$ cat config.mk
export PLATFORM = sky130hd
export DESIGN_NAME = svm_seq_mac
export DESIGN_NICKNAME = d
export VERILOG_FILES = /design/src/rtl/svm_pkg.sv /design/src/rtl/svm_feat_rotator.sv /design/src/rtl/svm_seq_mac.sv
export SDC_FILE = /design/constraint.sdc
export NUM_CORES = 1
export LEC_CHECK = 0
export ABC_AREA = 1
export CAP_MARGIN = 30
export CORE_MARGIN = 4
export CORE_UTILIZATION = 52
export CTS_CLUSTER_SIZE = 20
export DETAILED_ROUTE_END_ITERATION = 6
export GPL_ROUTABILITY_DRIVEN = 0
export PLACE_DENSITY_LB_ADDON = 0.12
export REMOVE_ABC_BUFFERS = 1
export SETUP_SLACK_MARGIN = 0.4
export SYNTH_ARGS = -nofsm -noshare
export SYNTH_HDL_FRONTEND = slang
export SYNTH_SLANG_ARGS = --single-unit
$ cat constraint.sdc
create_clock -name clk -period 6.4 [get_ports clk]
set_clock_uncertainty 0.15 [all_clocks]
set_input_delay 1.28 -clock clk [delete_from_list [all_inputs] [get_ports clk]]
set_output_delay 1.28 -clock clk [all_outputs]
set_load 0.005 [all_outputs]
$ cat src/rtl/svm_pkg.sv
// Shared definitions for the sequential SVM evaluator: FSM states,
// default datapath widths and the accumulator width rule.
package svm_pkg;

    typedef enum logic [1:0] {
        IDLE = 2'd0,
        MAC  = 2'd1,
        BIAS = 2'd2,
        RESP = 2'd3
    } svm_state_e;

    localparam int SVM_N_FEATURES  = 11;
    localparam int SVM_FEAT_W      = 4;
    localparam int SVM_WEIGHT_W    = 8;
    localparam int SVM_BIAS_W      = 12;
    localparam int SVM_N_DECISIONS = 6;

    // Worst-case dot product plus bias, with one guard bit so the sign is exact.
    function automatic int svm_acc_w(input int weight_w, input int feat_w,
                                     input int n_features, input int bias_w);
        int prod_sum_w;
        prod_sum_w = weight_w + feat_w + 1 + $clog2(n_features);
        return ((prod_sum_w > bias_w) ? prod_sum_w : bias_w) + 1;
    endfunction

endpackage

$ cat src/rtl/svm_feat_rotator.sv
// Circular feature register: loads a whole sample, then rotates one slot
// per cycle so that slot 0 presents each feature in turn.
module svm_feat_rotator
    import svm_pkg::*;
#(
    parameter int N_FEATURES = SVM_N_FEATURES,
    parameter int FEAT_W     = SVM_FEAT_W
) (
    input  logic                         clk,
    input  logic                         rst_n,
    input  logic                         load,
    input  logic                         rotate,
    input  logic [FEAT_W*N_FEATURES-1:0] features_in,
    output logic [FEAT_W-1:0]            slot0
);

    logic [FEAT_W-1:0] slots [N_FEATURES];

    // Load the sample, or shift slots toward 0 with slot 0 wrapping to the top.
    always_ff @(posedge clk or negedge rst_n) begin
        if (!rst_n) begin
            for (int i = 0; i < N_FEATURES; i++) slots[i] <= '0;
        end else if (load) begin
            for (int i = 0; i < N_FEATURES; i++) slots[i] <= features_in[i*FEAT_W +: FEAT_W];
        end else if (rotate) begin
            for (int i = 0; i < N_FEATURES - 1; i++) slots[i] <= slots[i+1];
            slots[N_FEATURES-1] <= slots[0];
        end
    end

    assign slot0 = slots[0];

endmodule

$ cat src/rtl/svm_seq_mac.sv
// Sequential one-vs-one SVM evaluator: one multiplier, one feature per
// cycle, one decision per N_FEATURES+2 clocks, N_DECISIONS per sample.
module svm_seq_mac
    import svm_pkg::*;
#(
    parameter int N_FEATURES  = SVM_N_FEATURES,
    parameter int FEAT_W      = SVM_FEAT_W,
    parameter int WEIGHT_W    = SVM_WEIGHT_W,
    parameter int BIAS_W      = SVM_BIAS_W,
    parameter int N_DECISIONS = SVM_N_DECISIONS
) (
    input  logic                           clk,
    input  logic                           rst_n,
    input  logic                           start,
    input  logic [FEAT_W*N_FEATURES-1:0]   features,
    input  logic [WEIGHT_W*N_FEATURES-1:0] weight,
    input  logic [BIAS_W-1:0]              bia,
    output logic                           svmready,
    output logic                           w_class,
    output logic                           busy,
    output logic                           done
);

    localparam int ACC_W  = svm_acc_w(WEIGHT_W, FEAT_W, N_FEATURES, BIAS_W);
    localparam int PROD_W = WEIGHT_W + FEAT_W + 1;
    localparam int CNT_W  = (N_FEATURES  > 1) ? $clog2(N_FEATURES)  : 1;
    localparam int DEC_W  = (N_DECISIONS > 1) ? $clog2(N_DECISIONS) : 1;
    localparam logic [CNT_W-1:0] LAST_FEAT = CNT_W'(N_FEATURES - 1);
    localparam logic [DEC_W-1:0] LAST_DEC  = DEC_W'(N_DECISIONS - 1);

    svm_state_e               state;
    logic [CNT_W-1:0]         feature_cnt;
    logic [DEC_W-1:0]         dec_cnt;
    logic signed [ACC_W-1:0]  acc;
    logic signed [ACC_W-1:0]  addend;
    logic signed [ACC_W-1:0]  sum;
    logic signed [PROD_W-1:0] prod;
    logic signed [WEIGHT_W-1:0] w_arr [N_FEATURES];
    logic signed [WEIGHT_W-1:0] w_sel;
    logic [FEAT_W-1:0]        feat0;
    logic                     load_sample;

    assign load_sample = (state == IDLE) && start;
    assign busy        = (state != IDLE);

    svm_feat_rotator #(
        .N_FEATURES (N_FEATURES),
        .FEAT_W     (FEAT_W)
    ) u_rotator (
        .clk         (clk),
        .rst_n       (rst_n),
        .load        (load_sample),
        .rotate      (state == MAC),
        .features_in (features),
        .slot0       (feat0)
    );

    for (genvar g = 0; g < N_FEATURES; g++) begin : g_wslice
        assign w_arr[g] = weight[g*WEIGHT_W +: WEIGHT_W];
    end

    assign w_sel = w_arr[feature_cnt];

    // Single multiplier and single adder; the adder takes the bias during BIAS.
    always_comb begin
        prod   = $signed({{(PROD_W-WEIGHT_W){w_sel[WEIGHT_W-1]}}, w_sel})
               * $signed({{(PROD_W-FEAT_W){1'b0}}, feat0});
        addend = $signed({{(ACC_W-PROD_W){prod[PROD_W-1]}}, prod});
        if (state == BIAS) begin
            addend = $signed({{(ACC_W-BIAS_W){bia[BIAS_W-1]}}, bia});
        end
        sum = acc + addend;
    end

    // Sequencer: IDLE -> MAC x N_FEATURES -> BIAS -> RESP -> MAC or IDLE.
    always_ff @(posedge clk or negedge rst_n) begin
        if (!rst_n) begin
            state       <= IDLE;
            feature_cnt <= '0;
            dec_cnt     <= '0;
        end else begin
            case (state)
                IDLE: begin
                    if (start) begin
                        feature_cnt <= '0;
                        dec_cnt     <= '0;
                        state       <= MAC;
                    end
                end
                MAC: begin
                    if (feature_cnt == LAST_FEAT) begin
                        state <= BIAS;
                    end else begin
                        feature_cnt <= feature_cnt + 1'b1;
                    end
                end
                BIAS: state <= RESP;
                RESP: begin
                    if (dec_cnt == LAST_DEC) begin
                        state <= IDLE;
                    end else begin
                        dec_cnt     <= dec_cnt + 1'b1;
                        feature_cnt <= '0;
                        state       <= MAC;
                    end
                end
                default: state <= IDLE;
            endcase
        end
    end

    // Accumulator: cleared at the start of every decision, summed in MAC and BIAS.
    always_ff @(posedge clk or negedge rst_n) begin
        if (!rst_n) begin
            acc <= '0;
        end else if (load_sample || (state == RESP)) begin
            acc <= '0;
        end else if ((state == MAC) || (state == BIAS)) begin
            acc <= sum;
        end
    end

    // Registered handshake: decision and ready pulse land together in RESP.
    always_ff @(posedge clk or negedge rst_n) begin
        if (!rst_n) begin
            svmready <= 1'b0;
            done     <= 1'b0;
            w_class  <= 1'b0;
        end else begin
            svmready <= (state == BIAS);
            done     <= (state == BIAS) && (dec_cnt == LAST_DEC);
            if (state == BIAS) begin
                w_class <= sum[ACC_W-1] || (sum == '0);
            end
        end
    end

endmodule

; ---- Word level (Yosys, flattened, before mapping)
; Index checks and enable logic that the tools add are counted.
[classes]
n_mux = 19
n_lt_le_gt_ge = 1
eq_ne = 9
n_bitwise = 1
n_reduce_logical = 15
addsub = 3
multipliers = 1
[op_table]
columns = operator, n
row1 = $mux 44, 2
row2 = $mux 18, 3
row3 = $bmux 8 s4, 1
row4 = $add 18x18->18, 1
row5 = $logic_not 18->1, 1
row6 = $mux 8, 2
row7 = $mul 8x5->13, 1
row8 = $mux 4, 3
row9 = $pmux 4 s3, 1
row10 = $ne 2x2->1 const B, 4
row11 = $pmux 2 s4, 1
row12 = $reduce_bool 2->1, 4
row13 = $mux 3, 2
row14 = $pmux 3 s2, 1
row15 = $ge 5x5->1 const B, 1
row16 = $not 4->5, 1
row17 = $add 4x1->4 const B, 1
row18 = $eq 2x2->1 const B, 2
row19 = $eq 4x4->1 const B, 1
row20 = $mux 2, 2
row21 = $reduce_and 4->1, 1
row22 = $add 3x1->3 const B, 1
row23 = $eq 3x3->1 const B, 1
row24 = $logic_or 1x1->1, 3
row25 = other kinds (7), 8
[totals]
output_inout_bits = 4
elab_cells = 67
ff_bits = 74
in_bits = 147

; ---- Depth between registers and ports, before layout
; Gate-level depths: netlist of run 1.
[depth]
word_depth = 9
mapped_depth = 42
depth_no_buf = 41

; ---- Hierarchy
; Synthesis of run 1 repeated with hierarchy kept, for this count alone.
[unflattened]
hier_cells = 963
area_unflattened_um2 = 6647.6
[modules_own_cells]
columns = mod, seq_area_each_um2, instances, area_per_inst_um2, cells_per_inst
row1 = svm_seq_mac, 750.7, 1, 4578.1, 713
row2 = svm_feat_rotator, 1101.1, 1, 2069.5, 250

; ---- Worst setup path after synthesis of run 1
; Ideal clock, no wire load.
[synth_timing]
path_type = input -> register
start = in weight[34]
end = reg w_class
setup_time_ps = 113
stages = 34
path_buffers = 0
t_arrival_ps = 5974
setup_slack_ps = 163
t_required_ps = 6137
cell_sequence = o21ai_0 > o221ai_1 > a32o_1 > inv_2 > nor2_1 > ha_1 > inv_1 > fa_1 > fa_1 > inv_1 > ha_1 > a21oi_1 > nand2_1 > nand2_1 > nand2_1 > a21oi_1 > o21ai_1 > nand2_1 > nand2_1 > a21oi_1 > or2_1 > nand3_1 > nand2_1 > inv_1 > ha_1 > nand2_1 > nor2_1 > nand2_1 > o311ai_0 > nand3_1 > nand2_1 > nand3_1 > nand2_1 > inv_1
[synth_between]
elab_chain_cells = 8
[synth_lines]
columns = element, line
row1 = from (decl), svm_seq_mac.sv:16  ; input logic [WEIGHT_W*N_FEATURES-1:0] weight,
row2 = $bmux 8 s4 *, svm_seq_mac.sv:62  ; assign w_sel = w_arr[feature_cnt];
row3 = $mux 8 (not written as such) * (2 in series), svm_seq_mac.sv:62
row4 = $mul 8x5->13 *, svm_seq_mac.sv:67  ; * $signed({{(PROD_W-FEAT_W){1'b0}}, feat0});
row5 = $mux 18 *, svm_seq_mac.sv:69  ; if (state == BIAS) begin
row6 = $add 18x18->18 *, svm_seq_mac.sv:72  ; sum = acc + addend;
row7 = $logic_not 18->1, svm_seq_mac.sv:133  ; w_class <= sum[ACC_W-1] || (sum == '0);
row8 = $logic_or 1x1->1 *, svm_seq_mac.sv:133
row9 = to (signal assigned), svm_seq_mac.sv:133
row10 = to (decl), svm_seq_mac.sv:19  ; output logic w_class,
; Mark *: on every way between the ends. The rest lies on a longest branch, timed or not. The select of a mux whose other input is x is not followed.
; A chain may end at the register's enable or synchronous reset.

; ---- Worst setup path after layout of run 1
[layout_timing]
start = in weight[5]
end = reg acc[9]
[layout_between]
elab_chain_cells = 8
[layout_lines]
columns = element, line
row1 = $bmux 8 s4, svm_seq_mac.sv:62
row2 = $mux 8 (not written as such) (2 in series), svm_seq_mac.sv:62
row3 = $mul 8x5->13, svm_seq_mac.sv:67
row4 = $mux 18, svm_seq_mac.sv:69
row5 = $add 18x18->18, svm_seq_mac.sv:72
row6 = $mux 18, svm_seq_mac.sv:118  ; end else if ((state == MAC) || (state == BIAS)) begin
row7 = $mux 18, svm_seq_mac.sv:116  ; end else if (load_sample || (state == RESP)) begin
row8 = to (signal assigned), svm_seq_mac.sv:119  ; acc <= sum;
row9 = to (decl), svm_seq_mac.sv:34  ; logic signed [ACC_W-1:0] acc;
; No other way between the ends. The select of a mux whose other input is x is not followed.

==> metrics.csv, run 1 <==
metric,value,unit
status,completed,
hold_buf cts,0,
WL met1,9.04,mm
Worst-Margin Slew,0.883,ns
port buffer count,150,
CTS root buffer,clkbuf_16,
Max clock buf depth,2,
number of flops mapped to enable cells by yosys,0,
Max Used Layer,met4,
mux cell area share after synthesis,0.154,%
Final min period,6.32,ns
main combinational cell family by area after synthesis,simple AND/OR/NAND/NOR gates,
drt total wl,23.1,mm
cts bufs inserted,9,
vias in the first global route,7114,
vias post-DR,7548,
Final Hold Vio Count,0,
nets,1358,
Detail Route Antenna Nets,0,
first-pass GRT wire length,32.8,mm
Sink Count,74,
Critical-path top delay cell,fa_1,
post-synthesis compound-gate area fraction,20.3,%
relative slew slack,41.0,%
crit-path max cell delay,0.55,ns
clock slew at reported path FFs,0.07,ns
Synth Flop Type,dfrtp_1,
GRT Residual Overflow,0,
met2 wire length,11.2,mm
Global Route Usage Sum,27.8,%
TritonCTS clock tree,done,
most frequent cells in the layout,"nand2_1, inv_1, buf_4, o21ai_0, dfrtp_1",
Final Instance Area,9870,um2
Antenna Cells,0,
dpl cell area,8530,um2
"commonest non-fill, non-tap cell in the layout",nand2_1,
Core Footprint,12100,um2
met3 WL,1.80,mm
largest net degree at the start of global routing,76,
Final period util,98.7,%
Die Height,120,um
Synth Warn #,0,
hold slack final,0.358,ns
initial antenna violation count,0,
layout cells sized above 1,32.7,%
crit path launch type,input port,
asr flop ratio synth,100,%
adder-cell share of the synthesized area,15.5,%
Die Width,120,um
Simple-Gate Fraction of Synth Area,23.1,%
Netlist cell types,43,
CTS H-tree depth,3,
fin util,81.5,%
"Seq/Total Area, Yosys",28.5,%
highest net fanout along the worst path,4,
die area,14400,um2
#FFs+latches synth,74,
post-route insts no fill,1314,
drt via density,5.74,
Cells after Synth,921,
worst reg2reg path depth,34,
initial core utilization,53.7,%
Skew-Pair Late Insertion Delay,0.35,ns
Arrival @ worst endpoint,6.40,ns
Area Growth Syn to Fin,51.9,%
Fmax,158,MHz
crit path capture type,flop,
area of the mapped netlist,6500,um2
Inst Count DP,1263,
hpwl dp,13.9,mm
Tightest Hold Check Type,reg -> reg,
max cap viols,0,
I/O Pins,151,
RSZ-0062 raised after global routing,yes,
residual DRC count,0,
Setup Viol. Count Final,0,
DRT iter0 DRCs,678,
worst hold path depth,2,
Setup CP Type,in -> reg,
CP Data Required Time,6.48,ns
syn avg cell area,7.06,um2
Row Count,40,
"Slew Viols, Final",0,
router iterations before antenna repair,5,
wire per inst,17.6,um
Post-Synth XOR/XNOR Area,2.14,%
[path summary, 6_finish.rpt]
path | startpoint | to | slack [ns]
setup / recovery | weight[5] | acc[9] | 0.08
hold / removal | u_rotator.slots[31] | u_rotator.slots[31] | 0.36
setup reg to reg | feature_cnt[1] | acc[9] | 0.19
hold reg to reg | u_rotator.slots[31] | u_rotator.slots[31] | 0.36
max in group asynchronous | rst_n | u_rotator.slots[2] | 4.95
min in group asynchronous | rst_n | svmready | 0.57
[critical path: cells and delay by family]
kind / cells / cell delay [ns]
adders and majority gates: 5 / 1.91
AOI/OAI and AO/OA: 5 / 0.73
and+or+nand+nor: 14 / 1.49
buffers and inverters: 10 / 0.97
[cell families after synthesis]
group	after synthesis
buffers and inverters	172
flip-flops	74
multiplexers	1
AND/OR/NAND/NOR	349
AO/OA/AOI/OAI	240
XOR/XNOR	15
adder cells (fa/ha/maj)	70
[registers in the layout, indices dropped and copies added (netlist names)]
name / flops
done: 1
u_rotator.slots: 40
svmready: 1
w_class: 1
feature_cnt: 4
dec_cnt: 3
state: 2
u_rotator.slot0: 4
acc: 18
[cells in the mapped netlist (all sizes together) (6+ instances only)]
library cell,instances,area (um2)
fa,18,360
dfrtp,74,1850
o221ai,14,123
ha,52,651
inv,127,477
nor2,99,379
o21ai,149,746
nand3,79,420
nand2,153,589
or2,7,43.8
buf,6,45.0
clkbuf,34,128
a21oi,51,255
xor2,11,96.3
[cell type report]
cell class,count,area [um2]
clock buffer,9,225
clock inverter,7,76.3
fill,770,2240
inverter,132,505
multi-input combinational,675,4900
sequential,74,1850
tap,168,210
timing repair buffer,249,2100
[metrics by stage]
step	TNS, ns	worst slack, ns
after global routing	-0.112	-0.0653
after CTS	0	0.287
after global placement	-3.07	-0.571
after floorplan	0	0.0840
final	0	0.0807
after detailed placement	-4.08	-0.729
[per-layer routing]
metal  up-vias  global-route usage [%]
met5         -                       0
met4         0                    9.02
met3       107                    4.29
met2       401                    47.8
met1      3542                    35.9
li1       3498                       -
[repair_timing]
item                                    CTS  global route
pin swaps                               175           164
endpoints found under the setup margin   13            11
resized for setup                       258           214
buffers inserted                         25             9
hold endpoints to repair                  0             0
Power of run 1 is left out: the tool's default activity adds up to more than one toggle a clock period on the data nets, which glitch-free logic cannot reach.
==> inputs of run 2 (changes only) <==
CORE_MARGIN = unset   (was 4)
CORE_UTILIZATION = 53   (was 52)
DONT_BUFFER_PORTS = 1   (was unset)
clock period = 5.2 ns   (was 6.4 ns; I/O delays follow)
==> metrics.csv, run 2 (synthesis results as in run 1) <==
metric,value,unit
Top Registers,"u_rotator.slots x40, acc x18",
Max clock buf depth,2,
Worst-Margin Slew,0.899,ns
hold_buf cts,0,
Critical-path top delay cell,fa_1,
Final Hold Vio Count,0,
Detail Route Antenna Nets,0,
critical path depth,35,
worst reg2reg path depth,36,
Arrival @ worst endpoint,6.10,ns
I/O Pins,151,
Tightest Hold Check Type,in -> async,
Worst Setup EP,w_class,
GRT Residual Overflow,0,
largest net degree at the start of global routing,75,
setup TNS,-6.98,ns
layout cells sized above 1,33.2,%
Core Footprint,12000,um2
"commonest non-fill, non-tap cell in the layout",nand2_1,
CP Data Required Time,5.29,ns
max cap viols,0,
first-pass GRT wire length,32.2,mm
failing checks,negative setup slack,
RSZ-0062 raised after global routing,yes,
Fmax,166,MHz
TritonCTS clock tree,done,
cts bufs inserted,9,
Antenna Cells,0,
vias post-DR,7086,
drt total wl,21.4,mm
Setup Viol. Count Final,13,
Final period util,116,%
CTS root buffer,clkbuf_16,
die area,12700,um2
highest net fanout along the worst path,3,
relative slew slack,39.9,%
post-route insts no fill,1174,
Top reg by flops,u_rotator.slots,
fin util,74.4,%
number of flip-flops in the largest register,40,
Setup CP Type,in -> reg,
crit-path max cell delay,0.53,ns
initial core utilization,54.4,%
DRT iter0 DRCs,525,
Die Width,113,um
r2r setup slk,-0.78,ns
most frequent CP cell,inv_2,
residual DRC count,0,
final worst slack,-0.813,ns
nets,1239,
router iterations before antenna repair,6,
r2r endpoint,w_class,
"Slew Viols, Final",0,
Buf/Inv on CP,7,
initial antenna violation count,0,
Final min period,6.01,ns
Area Growth Syn to Fin,36.8,%
crit path launch type,input port,
status,"complete, but fails checks",
Crit. Startpoint,weight[18],
hpwl dp,13.5,mm
drt via density,6.04,
Sink Count,74,
vias in the first global route,6946,
Global Route Usage Sum,32.0,%
Row Count,40,
r2r startpoint,feature_cnt[0],
Top Family by Delay on Critical Path,adder cells,
most frequent cells in the layout,"nand2_1, o21ai_0, buf_4, inv_1, nor2_1",
wire per inst,18.2,um
Inst Count DP,1125,
CTS H-tree depth,3,
Die Height,113,um
port buffer count,0,
Skew-Pair Late Insertion Delay,0.35,ns
crit path capture type,flop,
clock slew at reported path FFs,0.06,ns
-- run 2: metrics by stage --
stage	cell area, um2	worst slack [ns]	hold slack [ns]
global placement	7310	-1.15	0.342
floorplan	6330	-1.12	0.329
detailed placement	7310	-1.31	0.353
finish	8890	-0.813	0.231
CTS	8180	-0.576	0.230
global route	8890	-1.10	0.226
-- run 2: how the worst min path moves through the flow --
stage                        start                  end  slack (ns)  cells after the start
6_report                     rst_n                 done        0.23                      0
2_1_floorplan  u_rotator.slots[31]  u_rotator.slots[31]        0.33                      2
5_1_grt                      rst_n             svmready        0.23                      0
4_1_cts                      rst_n                 done        0.23                      0
3_5_place_dp   u_rotator.slots[38]  u_rotator.slots[38]        0.35                      2
3_3_place_gp   u_rotator.slots[32]  u_rotator.slots[32]        0.34                      2
-- run 2: layout make-up --
class	count	area, um2
Tap cell	147	184
Sequential cell	74	1850
Multi-Input combinational cell	675	4890
Clock buffer	9	225
Fill cell	880	3070
Inverter	132	508
Clock inverter	7	75.1
Timing Repair Buffer	130	1160
-- run 2: timing repair --
action	in CTS	in global routing
endpoints found under the hold margin	0	0
setup buffers	20	10
setup endpoints to repair	14	15
gates resized for setup	100	150
pin swaps	62	95
gates cloned	2	1
-- run 2: routing by layer --
metal / share of wire, % / up-vias / track usage (%)
li1: - / 3261 / -
met1: 38 / 3343 / 36.5
met2: 51 / 390 / 57.7
met3: 7.3 / 92 / 6.80
met4: 4.2 / 0 / 14.4
met5: 0 / - / 0
Power of run 2 is left out for the same reason.
